--- src/rtl/ram_loader_arbiter.sv ---
// Serial program loader and single-port RAM arbiter: parses UART load packets,
// holds the CPU and writes the payload into RAM. Optional macro: LOADER_ROMWP_EN.
module ram_loader_arbiter #(
    parameter int unsigned TIMEOUT_CYCLES = 2500000,
    parameter logic [7:0]  SYNC_BYTE      = 8'hA5,
    parameter logic [15:0] ROM_TOP        = 16'h2000
) (
    input  logic        clk_i,
    input  logic        resetn_i,
    input  logic [7:0]  rx_data_i,
    input  logic        rx_valid_i,
    input  logic [15:0] cpu_addr_i,
    input  logic [7:0]  cpu_wdata_i,
    input  logic        cpu_we_i,
    output logic [15:0] ram_addr_o,
    output logic [7:0]  ram_wdata_o,
    output logic        ram_we_o,
    output logic        cpu_hold_o,
    output logic        busy_o,
    output logic        load_ok_o,
    output logic        load_err_o,
    output logic [2:0]  dbg_state_o
);

    // Byte stream handshake: rx_valid_i is a one-cycle strobe qualifying
    // rx_data_i; there is no back-pressure, so every strobe must be consumed
    // in the cycle it appears.

    typedef enum logic [2:0] {
        S_IDLE   = 3'd0,
        S_ADDR_H = 3'd1,
        S_ADDR_L = 3'd2,
        S_LEN_H  = 3'd3,
        S_LEN_L  = 3'd4,
        S_DATA   = 3'd5,
        S_CSUM   = 3'd6
    } state_t;

    localparam int unsigned TW = (TIMEOUT_CYCLES < 2) ? 1 : $clog2(TIMEOUT_CYCLES + 1);
    localparam logic [TW-1:0] TMO_LAST = TW'(TIMEOUT_CYCLES - 1);

`ifdef LOADER_ROMWP_EN
    localparam bit ROMWP = 1'b1;
`else
    localparam bit ROMWP = 1'b0;
`endif

    state_t        state_q, state_d;
    logic          busy_q, busy_d;
    logic          load_ok_q, load_ok_d;
    logic          load_err_q, load_err_d;
    logic [15:0]   addr_q, addr_d;
    logic [15:0]   len_q, len_d;
    logic [7:0]    csum_q, csum_d;
    logic          wr_we_q, wr_we_d;
    logic [15:0]   wr_addr_q, wr_addr_d;
    logic [7:0]    wr_data_q, wr_data_d;
    logic [TW-1:0] tmo_q, tmo_d;

    logic          tmo_expired;
    logic          wr_allow;
    logic [15:0]   len_rx;

    assign tmo_expired = busy_q && !rx_valid_i && (tmo_q == TMO_LAST);
    assign wr_allow    = !(ROMWP && (addr_q < ROM_TOP));
    assign len_rx      = {len_q[15:8], rx_data_i};

    always_comb begin
        state_d    = state_q;
        busy_d     = busy_q;
        load_ok_d  = 1'b0;
        load_err_d = load_err_q;
        addr_d     = addr_q;
        len_d      = len_q;
        csum_d     = csum_q;
        wr_we_d    = 1'b0;
        wr_addr_d  = wr_addr_q;
        wr_data_d  = wr_data_q;
        tmo_d      = tmo_q;

        // A byte on the expiry cycle wins: it resets the counter and is parsed.
        if (!busy_q || rx_valid_i) begin
            tmo_d = '0;
        end else if (!tmo_expired) begin
            tmo_d = tmo_q + 1'b1;
        end

        if (rx_valid_i) begin
            case (state_q)
                S_IDLE: begin
                    if (rx_data_i == SYNC_BYTE) begin
                        state_d    = S_ADDR_H;
                        busy_d     = 1'b1;
                        load_err_d = 1'b0;
                        csum_d     = 8'h00;
                    end
                end
                S_ADDR_H: begin
                    addr_d[15:8] = rx_data_i;
                    state_d      = S_ADDR_L;
                end
                S_ADDR_L: begin
                    addr_d[7:0] = rx_data_i;
                    state_d     = S_LEN_H;
                end
                S_LEN_H: begin
                    len_d[15:8] = rx_data_i;
                    state_d     = S_LEN_L;
                end
                S_LEN_L: begin
                    len_d   = len_rx;
                    state_d = (len_rx == 16'h0000) ? S_CSUM : S_DATA;
                end
                S_DATA: begin
                    // Address, length and checksum advance even when the write is suppressed.
                    wr_we_d   = wr_allow;
                    wr_addr_d = addr_q;
                    wr_data_d = rx_data_i;
                    addr_d    = addr_q + 16'h0001;
                    len_d     = len_q - 16'h0001;
                    csum_d    = csum_q + rx_data_i;
                    if (len_q == 16'h0001) begin
                        state_d = S_CSUM;
                    end
                end
                S_CSUM: begin
                    if (rx_data_i == csum_q) begin
                        load_ok_d = 1'b1;
                    end else begin
                        load_err_d = 1'b1;
                    end
                    state_d = S_IDLE;
                    busy_d  = 1'b0;
                end
                default: begin
                    state_d = S_IDLE;
                    busy_d  = 1'b0;
                end
            endcase
        end else if (tmo_expired) begin
            state_d    = S_IDLE;
            busy_d     = 1'b0;
            load_err_d = 1'b1;
        end
    end

    always_ff @(posedge clk_i) begin
        if (!resetn_i) begin
            state_q    <= S_IDLE;
            busy_q     <= 1'b0;
            load_ok_q  <= 1'b0;
            load_err_q <= 1'b0;
            addr_q     <= 16'h0000;
            len_q      <= 16'h0000;
            csum_q     <= 8'h00;
            wr_we_q    <= 1'b0;
            wr_addr_q  <= 16'h0000;
            wr_data_q  <= 8'h00;
            tmo_q      <= '0;
        end else begin
            state_q    <= state_d;
            busy_q     <= busy_d;
            load_ok_q  <= load_ok_d;
            load_err_q <= load_err_d;
            addr_q     <= addr_d;
            len_q      <= len_d;
            csum_q     <= csum_d;
            wr_we_q    <= wr_we_d;
            wr_addr_q  <= wr_addr_d;
            wr_data_q  <= wr_data_d;
            tmo_q      <= tmo_d;
        end
    end

    // The last payload write always lands while busy is still high (CSUM follows).
    assign ram_addr_o  = busy_q ? wr_addr_q : cpu_addr_i;
    assign ram_wdata_o = busy_q ? wr_data_q : cpu_wdata_i;
    assign ram_we_o    = busy_q ? wr_we_q   : cpu_we_i;

    assign cpu_hold_o  = busy_q;
    assign busy_o      = busy_q;
    assign load_ok_o   = load_ok_q;
    assign load_err_o  = load_err_q;
    assign dbg_state_o = state_q;

endmodule
--- config.mk ---
export PLATFORM = sky130hd
export DESIGN_NAME = ram_loader_arbiter
export DESIGN_NICKNAME = d
export VERILOG_FILES = /design/src/rtl/ram_loader_arbiter.sv
export SDC_FILE = /design/constraint.sdc
export NUM_CORES = 1
export LEC_CHECK = 0
export ABC_CLOCK_PERIOD_IN_PS = 5100
export CAP_MARGIN = 20
export CORE_ASPECT_RATIO = 0.9
export CORE_MARGIN = 2
export CORE_UTILIZATION = 55
export DETAILED_ROUTE_END_ITERATION = 10
export MAX_ROUTING_LAYER = met4
export PLACE_DENSITY = 0.8
export SYNTH_ARGS = -nofsm -noshare
export SYNTH_HDL_FRONTEND = slang
export SYNTH_SLANG_ARGS = --single-unit
--- constraint.sdc ---
create_clock -name clk_i -period 5.1 [get_ports clk_i]
set_clock_uncertainty 0.05 [all_clocks]
set_input_delay 0.51 -clock clk_i [delete_from_list [all_inputs] [get_ports clk_i]]
set_output_delay 0.51 -clock clk_i [all_outputs]
set_load 0.03 [all_outputs]
==> results.txt <==
Syn Std Cell Area: 4997 µm²
CTS clk-pin slew, worst paths: 0.10 ns
Synth Instances: 633
Cell Rows: 32
Via density: 6.029
1st-pass router iterations: 5
Top Ports: 68
Core ar.: 8688 µm²
Die Area: 9866 µm²
Flop-to-flop setup slack: 2.22 ns
Total GRT Usage: 29.85%
# DRC: 0
Initial antenna violation count: 0
Critical path startpoint category: flop
Share of the synthesized area in the top cell type: 37.26%
Root Driver: clkbuf_8
Synth Register Bits: 93
Internal power: 1069 µW
CP arrival: 2.34 ns
Status: complete, no violations
CTS Hold Bufs: 0
Per-cell routed wire length: 17.30 µm
Non-filler cells in the finished layout: 805
Most used DFF post-synth: dfxtp_1
Final min period: 2.897 ns
Die W: 104.5 µm
Worst r2r src: dbg_state_o[2]
Initial Utilization: 57.52%
Hold Fails Final Rpt: 0
Flop pwr share: 51.2%
Clock Sinks: 93
Worst Tran Pin Value: 1.044 ns
Hold depth: 2
Worst reg2reg path endpoint: csum_q[4]
Avg Cell Area, Syn: 7.895 µm²
Number of enable flip-flop cells after synthesis: 0
Placer Congestion: 0.9441
I/O Buffers: 67
FMAX: 0.3452 GHz
Cell area power density: 238.5 nW/µm²
Setup crit end kind: output pin
Final hold slack: 0.4102 ns
CTS resizes: 0
Unrepaired setup endpoints after global routing: false
H-tree depth: 3
Worst Hold Launch: wr_data_q[4]
Combinational Power Share: 9.1%
CTS Buffer Depth: 2
CTS tree: built
Setup bufs post-CTS: 0
Core Util, Final: 68.46%
Sw Ratio: 24.66%
CP max FO: 17
Clock power frac: 39.7%
Vias: 4,853
Synth cell types: 61
WS Path Type: reg2out
Largest area contributor in the netlist: dfxtp_1
Leakage: 0.002062 µW
Setup violators final: 0
Nets: 729
Max IR drop VDD: 0.0001454 V
Top post-synthesis cells by area: dfxtp_1, a21oi_1, nand2_1, nor2_1, mux2_2
DP Cell Count: 788
First-pass GRT wire length: 23,080 µm
Final Cycle Share: 56.81%
HP Class: reg2reg
Antenna Cells: 0
Sequential share of the synthesized area: 37.26%
Mapped Nets: 681
First-iteration detailed-routing DRC count: 307
Syn. warnings: 0
Grt ovf: 0
Worst EP required: 4.54 ns
Sw Pwr: 349.7 µW
R2R depth: 6
Layout cells sized above 1: 8.892%
TritonCTS Buffers: 9
Hold Path End: wr_data_q[4]
Setup TNS: 0 ns
Worst skew pair latency: 0.37 ns
Slew HR: 30.31%
Area growth syn-to-layout: 19.03%
Pre-CTS setup slack: 2.060 ns
Async set-reset flop share out of synthesis: 0%
Slew Limit Fails: 0
Die Y: 94.43 µm
Max-cap violations: 0
Final HPWL DP: 9920 µm
Largest net degree at the start of global routing: 34
Total wire length: 13,930 µm
Final antenna-violating net count: 0
Vias in the first global route: 4,463
PnR worst setup slack: 2.203 ns
==> cell type report <==
cell class,count,area (µm²)
Multi-Input combinational cell,483,2895
Fill cell,760,2740
Sequential cell,93,1862
Timing Repair Buffer,73,735.7
Tap cell,119,148.9
Clock buffer,9,123.9
Clock inverter,7,103.9
Inverter,21,78.83
==> cell usage after synthesis, types with 14 or more instances <==
library cell and count:
a21oi_1 66, clkbuf_1 22, dfxtp_1 93, inv_1 17, mux2_2 25, nand2_1 79
nand3_1 20, nor2_1 76, nor3_1 14, o21ai_0 17, o21ai_1 25, xor2_1 14
==> worst max path at each step <==
stage                   startpoint  slack (ns)  depth (start not counted)              to
floorplan                   busy_o        2.88                          3  ram_addr_o[10]
global placement        rx_valid_i        2.21                          5       csum_q[4]
detailed placement      rx_valid_i        2.06                          5       csum_q[4]
CTS                         busy_o        1.93                          2  ram_addr_o[10]
global route        dbg_state_o[2]        1.95                          6       csum_q[4]
finish                      busy_o        2.20                          3  ram_addr_o[10]
==> cells in the final DEF, fill, tap and decap left out, drive strengths merged, types with 13 or more instances in the layout <==
cell,count
xor2,14
nand2,79
clkdlybuf4s50,67
inv,24
dfxtp,93
nor3,14
and2,13
a21oi,66
nand3,20
mux2,25
o21ai,43
nor2,77
==> worst max-delay path, cell delays in order (launching register included) <==
cell and delay (ns):
dfxtp_1 0.77, buf_16 0.23, mux2_2 0.35, clkdlybuf4s50_1 0.61
==> power groups by stage <==
stage	sequential [µW]	combinational [µW]	clock (µW)
floorplan	743	63.9	0
global placement	743	124	0
detailed placement	743	127	0
CTS	726	128	570
global route	727	136	602
finish	726	129	563
==> flip-flops by register name, indices dropped and copies added (netlist names) <==
name	cells
addr_q	16
busy_o	1
csum_q	8
dbg_state_o	3
len_q	16
load_err_o	1
load_ok_o	1
tmo_q	22
wr_addr_q	16
wr_data_q	8
wr_we_q	1
==> routing by layer <==
metal,global-route usage (%),wire (µm)
met2,46.02,6140
met5,-,0
met4,10.36,369
met1,39.12,6398
met3,6.280,1021
==> through the flow <==
step	total power, µW	instance area, µm²
floorplan	807.1	4997
global placement	867.6	5693
detailed placement	870.2	5693
CTS	1424	5921
global route	1464	5948
finish	1418	5948
==> cell families after synthesis <==
kind of cell / Yosys count / share of synthesized area (%)
and+or+nand+nor: 259 / 25.19
AOI/OAI and AO/OA: 161 / 19.35
DFF: 93 / 37.26
buffers and inverters: 57 / 4.807
muxes: 27 / 6.034
xor gates and xnor gates: 24 / 4.206
adders and majority gates: 12 / 3.155
Note: power is estimated with default switching activity, not from simulation.
==> edit: new RTL, config.mk and constraints unchanged <==
`addr_q`, `csum_q`, `wr_addr_q` and `wr_data_q` no longer have a reset.
--- a/src/rtl/ram_loader_arbiter.sv
+++ b/src/rtl/ram_loader_arbiter.sv
@@ -150,26 +150,25 @@
             busy_q     <= 1'b0;
             load_ok_q  <= 1'b0;
             load_err_q <= 1'b0;
-            addr_q     <= 16'h0000;
             len_q      <= 16'h0000;
-            csum_q     <= 8'h00;
             wr_we_q    <= 1'b0;
-            wr_addr_q  <= 16'h0000;
-            wr_data_q  <= 8'h00;
             tmo_q      <= '0;
         end else begin
             state_q    <= state_d;
             busy_q     <= busy_d;
             load_ok_q  <= load_ok_d;
             load_err_q <= load_err_d;
-            addr_q     <= addr_d;
             len_q      <= len_d;
-            csum_q     <= csum_d;
             wr_we_q    <= wr_we_d;
-            wr_addr_q  <= wr_addr_d;
-            wr_data_q  <= wr_data_d;
             tmo_q      <= tmo_d;
         end
+    end
+
+    always_ff @(posedge clk_i) begin
+        addr_q    <= addr_d;
+        csum_q    <= csum_d;
+        wr_addr_q <= wr_addr_d;
+        wr_data_q <= wr_data_d;
     end
 
     // The last payload write always lands while busy is still high (CSUM follows).
Formal check against the unedited RTL: differs if resetn_i is asserted again (counterexample within 10 cycles, from zero or initial values and one cycle with resetn_i low); with resetn_i held inactive, the same outputs for 10 cycles.
==> edit against the original RTL <==
Wire length fell by 17%; combinational power rose by 5%; total power rose by 4.9%; setup slack improved by 0.23 ns; clock power barely moved; critical path depth did not move; first-iteration DRC count fell by 21%; sequential cell count did not move; cell area rose by 0.57%; global-route usage fell by 5.1 points; synthesized area rose by 0.28%; synthesized cell count fell by 20%; critical endpoint is now ram_wdata_o[7]; largest cell class unchanged; highest routed layer unchanged.
==> edit: results <==
[drt]
dr_total_vias = 4020
detail_route.wl_per_cell_um = 16.8
drt_first_pass_iters = 5
drt-initial-drc-count = 241
routed_wirelength_um = 11500

[synthesis]
synth_adder_area_share_pct = 3.15
syn_warnings = 0
yosys.cell_types.count = 66
synth_compound_area_share_pct = 13.3
netlist_top_cells_count = nor2_1, edfxtp_1, dfxtp_1
post_synth.cell_area_avg_sq_um = 9.92
synthMuxAreaShare_pct = 6.22
synth_flop_cell = edfxtp_1
mappedNetlistNets = 553
top_cells_by_area_synth = edfxtp_1, dfxtp_1, mux2_2, nor2_1, xnor2_1
synth-edff-count = 48
yosys.area_share.xor_xnor_pct = 5.77
synth_async_sr_flop_share_pct = 0
synth-seq-area-share_pct = 46.7

[power]
p_leak_nw = 2.01
vdd.ir_drop.worst_mv = 0.149

[layout]
layout.filler_cells = 688
fin_nets = 609
n_antenna_cell = 0
largest_register_ffs = 22
layout-drive-gt1-share_pct = 11.5
largest_register_by_flop_count = tmo_q

[clocking]
worstSkewPairLatency_ns = 0.36
htreeDepth = 3
cts.reportedPaths.clkPinSlew_ns = 0.09
clockRootBuffer = clkbuf_8
cts_resized = 0
cts_buffer_depth = 2
cts_inserted_buffers = 9
postCtsSetupBuffers = 0

[global_routing]
antenna_found_initial = 0
grt_max_degree = 42
first_global_vias = 3796
tot_gr_track_use_pct = 24.7
grt_first_pass_wirelength_um = 18800

[run_status]
status = finished, final reports clean

[placement]
placedCellCount = 671
globalplace.congestion = 0.877
dpl.hpwl_um = 8180
buffer_ports.inserted = 67

[worst_setup_path]
worst-path-max-fanout = 24
worst_ep_arrival_time_ns = 2.11

[sta]
worstMarginPinSlew_ns = 0.887

[job]
maxCapViolCount = 0

[min_path]
min-delay-path-class = reg2reg
[edit: metal layers]
| layer | up-vias | track usage [%] | routed length [um] |
|---|---|---|---|
| li1 | 1953 | - | - |
| met3 | 34 | 4.49 | 689 |
| met2 | 145 | 39.2 | 5460 |
| met4 | 0 | 10.1 | 323 |
| met1 | 1888 | 31.7 | 5070 |
| met5 | - | - | 0 |
[edit: path summary, 6_finish.rpt]
kind	startpoint	to	slack, ns	cells after the start
hold reg to reg	addr_q[15]	wr_addr_q[15]	0.43	0
setup / recovery	busy_o	ram_wdata_o[7]	2.43	3
setup reg to reg	dbg_state_o[0]	addr_q[5]	2.83	4
hold / removal	addr_q[15]	wr_addr_q[15]	0.43	0
[edit: cell families after synthesis]
group | Yosys count
simple gates | 191
compound gates | 102
flops | 93
buf+inv | 46
xor+xnor | 33
mux | 28
fa+ha+maj | 12
[edit: final cells by class]
class / instances / share of cell area [%]
multi-input cells: 366 / 40.9
flip-flops and latches: 93 / 39.2
repair buffers: 71 / 12.0
clock buffers: 12 / 3.33
well taps: 122 / 2.55
inverters: 20 / 1.25
clock inverters: 4 / 0.732
[edit: stage by stage]
stage / setup WS [ns] / cell area [sq um] / hold WS [ns] / utilization [%] / power (mW)
global route: 2.35 / 5980 / 0.454 / 66.5 / 1.54
floorplan: 2.24 / 5010 / 0.398 / - / 0.876
detailed placement: 2.18 / 5710 / 0.412 / 63.5 / 0.939
finish: 2.43 / 5980 / 0.432 / 66.5 / 1.49
CTS: 1.92 / 5950 / 0.438 / 66.2 / 1.49
global placement: 2.32 / 5710 / 0.414 / 63.5 / 0.936
[edit: report_power, final]
group	switching [mW]	total (mW)	leakage, nW	internal, mW
registers	0.00401	0.788	0.792	0.784
clock network	0.270	0.565	0.128	0.295
logic	0.0695	0.135	1.09	0.0657
[edit: worst max-delay path: stages (launching register included)]
cell and delay (ns):
dfxtp_1 0.58, buf_16 0.22, mux2_2 0.34, clkdlybuf4s50_1 0.61
